### src/rtl/alu_arbiter_pkg.sv
// Shared constants for the ALU arbiter: FSM encodings, flag-vector layout and
// the ALU opcode set that requesters place on op_i.
package alu_arbiter_pkg;

    localparam logic [1:0] ARB_IDLE = 2'd0;
    localparam logic [1:0] ARB_EXEC = 2'd1;
    localparam logic [1:0] ARB_FLAG = 2'd2;
    localparam logic [1:0] ARB_RESP = 2'd3;

    localparam int FLG_ZF = 3;
    localparam int FLG_SF = 2;
    localparam int FLG_CF = 1;
    localparam int FLG_OF = 0;

    localparam logic [3:0] OP_ADD   = 4'h0;
    localparam logic [3:0] OP_SUB   = 4'h1;
    localparam logic [3:0] OP_AND   = 4'h2;
    localparam logic [3:0] OP_OR    = 4'h3;
    localparam logic [3:0] OP_XOR   = 4'h4;
    localparam logic [3:0] OP_NOT   = 4'h5;
    localparam logic [3:0] OP_NEG   = 4'h6;
    localparam logic [3:0] OP_CMP   = 4'h7;
    localparam logic [3:0] OP_MOV   = 4'h8;
    localparam logic [3:0] OP_MOVHI = 4'h9;
    localparam logic [3:0] OP_MOVLO = 4'hA;

    function automatic logic [3:0] pack_flags(input logic zf, input logic sf,
                                              input logic cf, input logic of);
        logic [3:0] f;
        f         = '0;
        f[FLG_ZF] = zf;
        f[FLG_SF] = sf;
        f[FLG_CF] = cf;
        f[FLG_OF] = of;
        return f;
    endfunction

endpackage

### src/rtl/alu_arbiter_rr_pick.sv
// Combinational round-robin selector: first asserted request at or above ptr_i,
// wrapping modulo NREQ.
module rr_pick #(
    parameter int NREQ = 2,
    parameter int IDXW = $clog2(NREQ)
) (
    input  logic [NREQ-1:0] req_i,
    input  logic [IDXW-1:0] ptr_i,
    output logic            valid_o,
    output logic [IDXW-1:0] winner_o
);

    int idx;

    // NOTE: every output gets a default before the loop so no path leaves it
    // unassigned, which would otherwise infer a latch.
    always_comb begin
        valid_o  = 1'b0;
        winner_o = '0;
        idx      = 0;
        // Walk from farthest to nearest so the nearest hit is the last write.
        for (int i = NREQ - 1; i >= 0; i--) begin
            idx = int'(ptr_i) + i;
            if (idx >= NREQ) begin
                idx = idx - NREQ;
            end
            if (req_i[IDXW'(idx)]) begin
                valid_o  = 1'b1;
                winner_o = IDXW'(idx);
            end
        end
    end

endmodule

### src/rtl/alu_arbiter.sv
// Shares one ALU between NREQ requesters: round-robin grant, one enabled ALU
// cycle, flag capture, then a one-cycle one-hot ack with result and flags.
module alu_arbiter
    import alu_arbiter_pkg::*;
#(
    parameter int NREQ = 2,
    parameter int IDXW = $clog2(NREQ)
) (
    input  logic               clk_i,
    input  logic               rst_i,
    input  logic [NREQ-1:0]    req_i,
    input  logic [4*NREQ-1:0]  op_i,
    input  logic [16*NREQ-1:0] data1_i,
    input  logic [16*NREQ-1:0] data2_i,
    output logic [NREQ-1:0]    ack_o,
    output logic [15:0]        rsp_data_o,
    output logic [3:0]         rsp_flags_o,
    output logic               busy_o,
    output logic [3:0]         alu_op_o,
    output logic [15:0]        alu_data1_o,
    output logic [15:0]        alu_data2_o,
    output logic               alu_en_o,
    input  logic [15:0]        alu_data_i,
    input  logic               alu_zf_i,
    input  logic               alu_sf_i,
    input  logic               alu_cf_i,
    input  logic               alu_of_i
);

    logic [1:0]      state_q, state_d;
    logic [IDXW-1:0] rr_ptr_q, rr_ptr_d;
    logic [IDXW-1:0] winner_q, winner_d;
    logic [3:0]      op_q, op_d;
    logic [15:0]     data1_q, data1_d;
    logic [15:0]     data2_q, data2_d;
    logic [15:0]     rsp_data_q, rsp_data_d;
    logic [3:0]      rsp_flags_q, rsp_flags_d;
    logic [NREQ-1:0] ack_q, ack_d;

    logic            pick_valid;
    logic [IDXW-1:0] pick_idx;
    logic [3:0]      op_sel;
    logic [15:0]     data1_sel, data2_sel;

    rr_pick #(.NREQ(NREQ), .IDXW(IDXW)) u_rr_pick (
        .req_i    (req_i),
        .ptr_i    (rr_ptr_q),
        .valid_o  (pick_valid),
        .winner_o (pick_idx)
    );

    always_comb begin
        op_sel    = '0;
        data1_sel = '0;
        data2_sel = '0;
        for (int k = 0; k < NREQ; k++) begin
            if (pick_idx == IDXW'(k)) begin
                op_sel    = op_i[k*4 +: 4];
                data1_sel = data1_i[k*16 +: 16];
                data2_sel = data2_i[k*16 +: 16];
            end
        end
    end

    always_comb begin
        state_d     = state_q;
        rr_ptr_d    = rr_ptr_q;
        winner_d    = winner_q;
        op_d        = op_q;
        data1_d     = data1_q;
        data2_d     = data2_q;
        rsp_data_d  = rsp_data_q;
        rsp_flags_d = rsp_flags_q;
        ack_d       = '0;
        case (state_q)
            ARB_IDLE: begin
                if (pick_valid) begin
                    winner_d = pick_idx;
                    op_d     = op_sel;
                    data1_d  = data1_sel;
                    data2_d  = data2_sel;
                    rr_ptr_d = (pick_idx == IDXW'(NREQ - 1)) ? '0 : pick_idx + IDXW'(1);
                    state_d  = ARB_EXEC;
                end
            end
            ARB_EXEC: begin
                rsp_data_d = alu_data_i;
                state_d    = ARB_FLAG;
            end
            ARB_FLAG: begin
                // ALU flags are registered, so they are only valid one cycle after EXEC.
                rsp_flags_d     = pack_flags(alu_zf_i, alu_sf_i, alu_cf_i, alu_of_i);
                ack_d[winner_q] = 1'b1;
                state_d         = ARB_RESP;
            end
            default: begin
                state_d = ARB_IDLE;
            end
        endcase
    end

    // NOTE: sequential state uses non-blocking assignments so every register
    // samples the pre-edge values, independent of statement order.
    always_ff @(posedge clk_i) begin
        if (!rst_i) begin
            state_q     <= ARB_IDLE;
            rr_ptr_q    <= '0;
            winner_q    <= '0;
            op_q        <= '0;
            data1_q     <= '0;
            data2_q     <= '0;
            rsp_data_q  <= '0;
            rsp_flags_q <= '0;
            ack_q       <= '0;
        end else begin
            state_q     <= state_d;
            rr_ptr_q    <= rr_ptr_d;
            winner_q    <= winner_d;
            op_q        <= op_d;
            data1_q     <= data1_d;
            data2_q     <= data2_d;
            rsp_data_q  <= rsp_data_d;
            rsp_flags_q <= rsp_flags_d;
            ack_q       <= ack_d;
        end
    end

    assign ack_o       = ack_q;
    assign rsp_data_o  = rsp_data_q;
    assign rsp_flags_o = rsp_flags_q;
    assign busy_o      = (state_q != ARB_IDLE);
    assign alu_en_o    = (state_q == ARB_EXEC);
    assign alu_op_o    = op_q;
    assign alu_data1_o = data1_q;
    assign alu_data2_o = data2_q;

endmodule

### config.mk
export PLATFORM = sky130hd
export DESIGN_NAME = alu_arbiter
export DESIGN_NICKNAME = d
export VERILOG_FILES = /design/src/rtl/alu_arbiter_pkg.sv /design/src/rtl/alu_arbiter_rr_pick.sv /design/src/rtl/alu_arbiter.sv
export SDC_FILE = /design/constraint.sdc
export NUM_CORES = 1
export LEC_CHECK = 0
export BUFFER_PORTS_ARGS = -buffer_cell sky130_fd_sc_hd__clkbuf_2
export CAP_MARGIN = 20
export CORE_ASPECT_RATIO = 0.75
export CORE_MARGIN = 4
export CORE_UTILIZATION = 44
export CTS_CLUSTER_SIZE = 10
export DETAILED_ROUTE_END_ITERATION = 8
export PLACE_DENSITY_LB_ADDON = 0.08
export SKIP_LAST_GASP = 1
export SLEW_MARGIN = 20
export SYNTH_ARGS = -nofsm -noshare
export SYNTH_HDL_FRONTEND = slang
export SYNTH_SLANG_ARGS = --single-unit
### constraint.sdc
create_clock -name clk_i -period 1.98 [get_ports clk_i]
set_clock_uncertainty 0.05 [all_clocks]
set_input_delay 0.396 -clock clk_i [delete_from_list [all_inputs] [get_ports clk_i]]
set_output_delay 0.396 -clock clk_i [all_outputs]
set_load 0.01 [all_outputs]
==> results of run 1 <==
[through the flow]
step / worst slack (ns) / hold WS [ns] / cell area (µm²) / total power [µW]
2_1_floorplan: 0.612 / 0.353 / 2810 / 2420
3_3_place_gp: 0.547 / 0.380 / 3610 / 2750
3_5_place_dp: 0.453 / 0.381 / 3610 / 2790
4_1_cts: 0.196 / 0.250 / 3790 / 3840
5_1_grt: 0.134 / 0.258 / 3790 / 4010
6_report: 0.224 / 0.265 / 3790 / 3770
[power by group through the flow]
stage	Clock [µW]	Sequential (µW)	Combinational, µW
2_1_floorplan	0	1640	777
5_1_grt	1120	1610	1280
3_3_place_gp	0	1600	1160
3_5_place_dp	0	1610	1180
4_1_cts	1070	1580	1180
6_report	1040	1580	1160
[logic make-up (layout without fill, tap and decap cells)]
logic type	after synthesis	after routing	synth area share [%]
compound gates	76	76	20.2
buf+inv	24	180	7.03
fa+ha+maj	4	4	1.78
xor+xnor	1	1	0.311
mux	57	57	20.3
simple gates	30	30	6.31
flops	62	62	44.1
[placed cells by master (no fill, tap or decap), drive strengths merged]
master,instances
mux2i,57
o21ai,37
a21boi,2
bufinv,1
nor2b,21
or3,1
a21oi,36
nand2,3
inv,3
o211ai,1
dfxtp,62
ha,4
xor2,1
clkbuf,165
and3,1
buf,7
and2,2
nor2,2
clkinv,4
[state kept, by name, summed over array words and instances (netlist names)]
signal,cells
ack_o,2
rr_ptr_q,1
alu_data1_o,16
winner_q,1
rsp_flags_o,4
state_q,2
alu_op_o,4
alu_data2_o,16
rsp_data_o,16
[final timing paths]
check                 from             end  slack, ns  depth (start not counted)
min          alu_data_i[7]   rsp_data_o[7]       0.27                          3
min reg2reg       winner_q        ack_o[0]       0.39                          1
max reg2reg     state_q[1]  alu_data2_o[7]       0.44                          6
max             state_q[0]          busy_o       0.22                          4
[metal layers]
metal | wire length, µm | vias to the layer above | global-route usage (%) | part of all wire [%]
li1 | - | 1193 | - | -
met1 | 2630 | 1015 | 19.2 | 41
met2 | 3090 | 89 | 27.6 | 48
met3 | 641 | 8 | 7.25 | 9.9
met4 | 80 | 0 | 5.65 | 1.2
met5 | 0 | - | 0 | 0
[worst max-delay path, cell delays in order (launching register included)]
cell and delay (ns):
dfxtp_1 0.39, inv_1 0.09, ha_1 0.26, inv_1 0.10, clkbuf_2 0.14
[final cells by class]
cell class | count | area share [%]
timing repair buffer | 161 | 23.4
inverter | 3 | 0.297
sequential | 62 | 32.8
clock inverter | 5 | 1.32
multi-input combinational | 168 | 36.2
tap | 78 | 2.57
clock buffer | 11 | 3.46
==> key figures, run 1 <==
STA
  • Period utilization: 88.7%
  • Final Hold Vio Count: 0
  • Max Transition Viols Final: 0
  • Final setup viols: 0
  • Min Clock Period, post-route: 1.76 ns
  • RSZ-0062 raised after global routing: no
  • Setup tns final: 0 ns
  • Maximum clock frequency: 0.569 GHz
  • Max transition margin: 66.5%
  • Worst-margin pin slew: 0.503 ns

Place
  • # port buffers: 154
  • Placed Cells: 472
  • RePlAce Congestion: 0.743
  • Detailed placement HPWL: 4.87 mm

Finish
  • Area Overhead vs Synth: 34.8%
  • Non-Filler Instances: 488
  • FF+latch area: 1240 µm²
  • Fin nets: 505
  • Antenna Diode Count: 0
  • Filler cells: 530
  • Area occupied by multi-input gates: 1380 µm²
  • Final core occ: 63.2%
  • Share of layout cells above drive strength 1: 54.9%

Global route
  • Largest net degree at the start of global routing: 63
  • Vias in the first global route: 2198
  • Initial antenna violation count: 0
  • Global-route wire length before repair: 10.3 mm
  • Gr ovfl total: 0
  • Total track usage: 16.7%

CTS
  • Post_cts resized: 0
  • Inserted Clock Buffers: 9
  • CTS max path bufs: 2
  • H-tree depth: 3
  • Worst-skew pair later-pin latency: 0.33 ns
  • Reg clk slew, reported paths: 0.07 ns
  • TritonCTS clock tree: built
  • Sink Count: 62
  • Setup Fix Bufs, Post-CTS: 0
  • Hold_buf cts: 0
  • CTS root buf: clkbuf_8

Status
  • Status: finished clean

Worst setup path
  • Worst-path maximum fanout: 4
  • Critical Path AT: 1.31 ns
  • Crit start category: register
  • WS Path Type: register to primary output
  • Required time worst endpoint: 1.53 ns
  • CP Capture Type: primary output

Power
  • Static leakage: 0.00173 µW
  • Power Dens Cells: 995 nW/µm²
  • Sw Share: 31.9%
  • Logic pwr share: 30.8%
  • Internal power: 2570 µW
  • Maximum vdd ir drop: 0.512 mV
  • NetSw: 1210 µW
  • Flop pwr share: 41.8%
  • Clock share of power: 27.4%

Die
  • Ports: 156
  • FP Rows: 24
  • Die height: 77.3 µm
  • CORE AREA: 6010 µm²
  • Initial Util: 46.9%
  • Chip Width: 100 µm
  • DIE AREA: 7750 µm²

Route
  • DR WL/cell: 13.2 µm
  • Iteration-0 DRC Markers: 35
  • Vias: 2305
  • WL final: 6.44 mm
  • Antenna Nets Post-Route: 0
  • Via/cell ratio: 4.72
  • DRT Pass-1 Iters: 4
  • DRC errors left: 0

Run
  • MaxCap Viol Count: 0

Logic synthesis
  • Synthesized cell area: 2810 µm²
  • Synth Instances: 254
  • Average size of a mapped cell: 11.1 µm²
  • Most common cell in the netlist: dfxtp_1
  • Synth Register Bits: 62
  • Area contributors post-synth: dfxtp_1 (44%), mux2i_1 (20%), a21oi_2 (7.5%)
  • Seq/Total Area, Yosys: 44.1%
  • Post-synth cell types: 24
  • YS warnings: 0
  • Commonest cells in the netlist: dfxtp_1 (62), mux2i_1 (57), a21oi_2 (24), o21ai_2 (24), nor2b_1 (21)
  • Net Count, Synth: 354
  • Leading area contributor after synthesis: dfxtp_1
  • Top_reg_cell synth: dfxtp_1
  • Asr flop ratio synth: 0%
  • EDFF count, synth: 0
  • Yosys top cell area share: 44.1%

Worst hold path
  • Worst min-delay path category: input port to register
No activity file was read; power rests on OpenSTA's default activity.
==> run 2: changes to the inputs <==
- ABC_AREA: not set -> 1
==> run 2 against run 1 <==
Against the previous run: non-clock buffer count unchanged; fmax increased by 2.1%; total power increased by 32%; sequential cell count unchanged; sequential power increased by 13%; synthesized cell count increased by 55%; critical path type unchanged; highest routed layer unchanged; routed wire length increased by 22%; hold slack got worse by 0.034 ns; first-iteration DRC count increased by 120%.
==> key figures, run 2 <==
Route
  • Antenna Nets Post-Route: 0 (unchanged)
  • Vias: 2987 (was 2305)
  • Iteration-0 DRC Markers: 76 (was 35)
  • DRT Pass-1 Iters: 4 (unchanged)
  • DRC errors left: 0 (unchanged)
  • Via/cell ratio: 4.80 (was 4.72)
  • WL final: 7.86 mm (was 6.44 mm)
  • DR WL/cell: 12.6 µm (was 13.2 µm)

CTS
  • Sink Count: 62 (unchanged)
  • Reg clk slew, reported paths: 0.07 ns (about the same)
  • CTS root buf: clkbuf_8 (unchanged)
  • Hold_buf cts: 0 (unchanged)
  • Inserted Clock Buffers: 9 (unchanged)
  • CTS max path bufs: 2 (unchanged)
  • Worst-skew pair later-pin latency: 0.33 ns (about the same)
  • Post_cts resized: 0 (unchanged)
  • Setup Fix Bufs, Post-CTS: 0 (unchanged)
  • TritonCTS clock tree: built (unchanged)
  • H-tree depth: 3 (unchanged)

Finish
  • FF+latch area: 1240 µm² (about the same)
  • Final core occ: 63.6% (was 63.2%)
  • Share of layout cells above drive strength 1: 37.9% (was 54.9%)
  • Filler cells: 566 (was 530)
  • Area Overhead vs Synth: 35.1% (was 34.8%)
  • Most frequent cells in the layout: clkbuf_2 (154), nand2_1 (146), dfxtp_1 (62) (was clkbuf_2 (154), dfxtp_1 (61), mux2i_1 (57))
  • Commonest non-fill, non-tap cell in the layout: clkbuf_2 (unchanged)
  • Antenna Diode Count: 0 (unchanged)
  • Fin nets: 639 (was 505)
  • Area occupied by multi-input gates: 1380 µm² (unchanged)

Power
  • Internal power: 3130 µW (was 2570 µW)
  • NetSw: 1850 µW (was 1210 µW)
  • Flop pwr share: 36.0% (was 41.8%)
  • Sw Share: 37.2% (was 31.9%)
  • Maximum vdd ir drop: 0.511 mV (was 0.512 mV)
  • Clock share of power: 26.5% (was 27.4%)
  • Logic pwr share: 37.4% (was 30.8%)
  • Power Dens Cells: 1300 nW/µm² (was 995 nW/µm²)
  • Static leakage: 0.00197 µW (was 0.00173 µW)

Run
  • MaxCap Viol Count: 0 (unchanged)

Logic synthesis
  • Seq/Total Area, Yosys: 43.9% (was 44.1%)
  • EDFF count, synth: 0 (unchanged)
  • Yosys top cell area share: 43.9% (was 44.1%)
  • Most common cell in the netlist: nand2_1 (was dfxtp_1)
  • YS warnings: 0 (unchanged)
  • Average size of a mapped cell: 7.20 µm² (was 11.1 µm²)
  • Leading area contributor after synthesis: dfxtp_1 (unchanged)
  • Net Count, Synth: 493 (was 354)
  • Synth Register Bits: 62 (unchanged)
  • Post-synth cell types: 17 (was 24)
  • Top_reg_cell synth: dfxtp_1 (unchanged)
  • Commonest cells in the netlist: nand2_1 (146), dfxtp_1 (62), nor2_1 (42) (was dfxtp_1 (62), mux2i_1 (57), a21oi_2 (24), o21ai_2 (24), nor2b_1 (21))
  • Synth Instances: 393 (was 254)
  • Synthesized cell area: 2830 µm² (was 2810 µm²)
  • Area contributors post-synth: dfxtp_1 (44%), nand2_1 (19%), a21oi_2 (7.7%) (was dfxtp_1 (44%), mux2i_1 (20%), a21oi_2 (7.5%))
  • Asr flop ratio synth: 0% (unchanged)

Worst setup path
  • Worst-path cell chain: inv_1 -> ha_1 -> inv_1 -> clkbuf_2 (unchanged)
  • WS Path Type: register to primary output (unchanged)
  • Required time worst endpoint: 1.53 ns (about the same)
  • CP Capture Type: primary output (unchanged)
  • Most frequent CP cell: inv_1 (unchanged)
  • CP Launch Point: state_q[0] (unchanged)
  • Worst reg2reg path startpoint: state_q[0] (was state_q[1])
  • R2R depth: 7 (was 6)
  • Crit-path leading delay family: flip-flops (unchanged)
  • R2r setup slk: 0.36 ns (was 0.44 ns)
  • CP max-delay cell: dfxtp_1 (unchanged)
  • Worst Setup EP: busy_o (unchanged)
  • Critical Path AT: 1.27 ns (was 1.31 ns)
  • Worst-path maximum fanout: 5 (was 4)
  • CP peak stage delay: 0.39 ns (about the same)
  • CP bufs+invs: 3 (unchanged)
  • Crit start category: register (unchanged)
  • Cell depth of the worst setup path: 4 (unchanged)
  • R2R Path End: alu_data1_o[14] (was alu_data2_o[7])

Status
  • Status: finished clean (unchanged)

Global route
  • Global-route wire length before repair: 13.0 mm (was 10.3 mm)
  • Vias in the first global route: 2864 (was 2198)
  • Largest net degree at the start of global routing: 40 (was 63)
  • Total track usage: 20.4% (was 16.7%)
  • Initial antenna violation count: 0 (unchanged)
  • Gr ovfl total: 0 (unchanged)

STA
  • Max transition margin: 55.6% (was 66.5%)
  • Min Clock Period, post-route: 1.72 ns (was 1.76 ns)
  • Final Hold Vio Count: 0 (unchanged)
  • RSZ-0062 raised after global routing: no (unchanged)
  • Worst-margin pin slew: 0.664 ns (was 0.503 ns)
  • Final setup viols: 0 (unchanged)
  • Max Transition Viols Final: 0 (unchanged)
  • Setup tns final: 0 ns (unchanged)
  • Period utilization: 86.9% (was 88.7%)
  • Maximum clock frequency: 0.581 GHz (was 0.569 GHz)

Place
  • Detailed placement HPWL: 5.67 mm (was 4.87 mm)
  • # port buffers: 154 (unchanged)
  • RePlAce Congestion: 0.806 (was 0.743)

Worst hold path
  • Worst min-delay path category: input port to register (unchanged)
  • Hold Path Stages: 3 (unchanged)

Die
  • Die height: 77.4 µm (was 77.3 µm)
  • FP Rows: 24 (unchanged)
  • Ports: 156 (unchanged)
  • Initial Util: 47.1% (was 46.9%)
  • CORE AREA: 6010 µm² (unchanged)
  • DIE AREA: 7790 µm² (was 7750 µm²)
  • Chip Width: 101 µm (was 100 µm)
-- run 2: cell types whose count changed after synthesis, sizes merged, moves of 3 or more --
cell   previous run  this run
a21oi            36        39
buf              17        20
inv               3         8
mux2i            57         0
nand2             3       148
nand3             0        37
nor2              2        42
nor2b            21         0
o21ai            37        23
-- run 2: final cells by class --
type	count	share of cell area, %
timing repair buffer	161	21.9
sequential	62	32.5
tap	78	2.55
clock buffer	9	3.24
inverter	9	0.917
multi-input combinational	296	36.0
clock inverter	7	2.95
-- run 2: cell families after synthesis --
logic type | Yosys count | synth area share, %
adder cells (fa/ha/maj) | 4 | 1.77
buffers and inverters | 35 | 7.48
flip-flops | 62 | 43.9
AND/OR/NAND/NOR | 229 | 32.3
AO/OA/AOI/OAI | 63 | 14.6
-- run 2: worst min-delay path, stage by stage --
cell and delay, ns:
clkbuf_2 0.07, nor2_1 0.03, nor2_1 0.08
-- run 2: power by group through the flow --
stage	Sequential [µW]	Clock [µW]	Combinational (µW)
floorplan	1950	0	1100
global placement	1800	0	1850
detailed placement	1820	0	1890
CTS	1800	1350	1900
global route	1840	1420	2110
finish	1790	1320	1860
-- run 2: routing by layer --
layer | GRT usage (%) | up-vias | wire length, µm
met4 | 5.11 | 0 | 76
met5 | 0 | - | 0
met3 | 7.97 | 8 | 731
li1 | - | 1545 | -
met1 | 24.6 | 1330 | 3390
met2 | 34.2 | 104 | 3660
-- run 2: worst min path at each step --
stage,startpoint,end,slack (ns)
final,alu_data_i[11],rsp_data_o[11],0.23
after CTS,alu_data_i[11],rsp_data_o[11],0.22
after global routing,alu_data_i[15],rsp_data_o[15],0.23
after detailed placement,winner_q,ack_o[0],0.36
after floorplan,winner_q,ack_o[0],0.35
after global placement,winner_q,ack_o[0],0.36
-- run 2: per-stage QoR --
step / instances / setup WS (ns) / power [µW] / hold WS (ns) / area (µm²)
finish: 622 / 0.260 / 4980 / 0.232 / 3820
global route: 622 / 0.141 / 5370 / 0.227 / 3820
CTS: 622 / 0.236 / 5040 / 0.218 / 3820
detailed placement: 606 / 0.238 / 3710 / 0.361 / 3580
global placement: 606 / 0.293 / 3650 / 0.360 / 3580
floorplan: 393 / 0.627 / 3040 / 0.351 / 2830
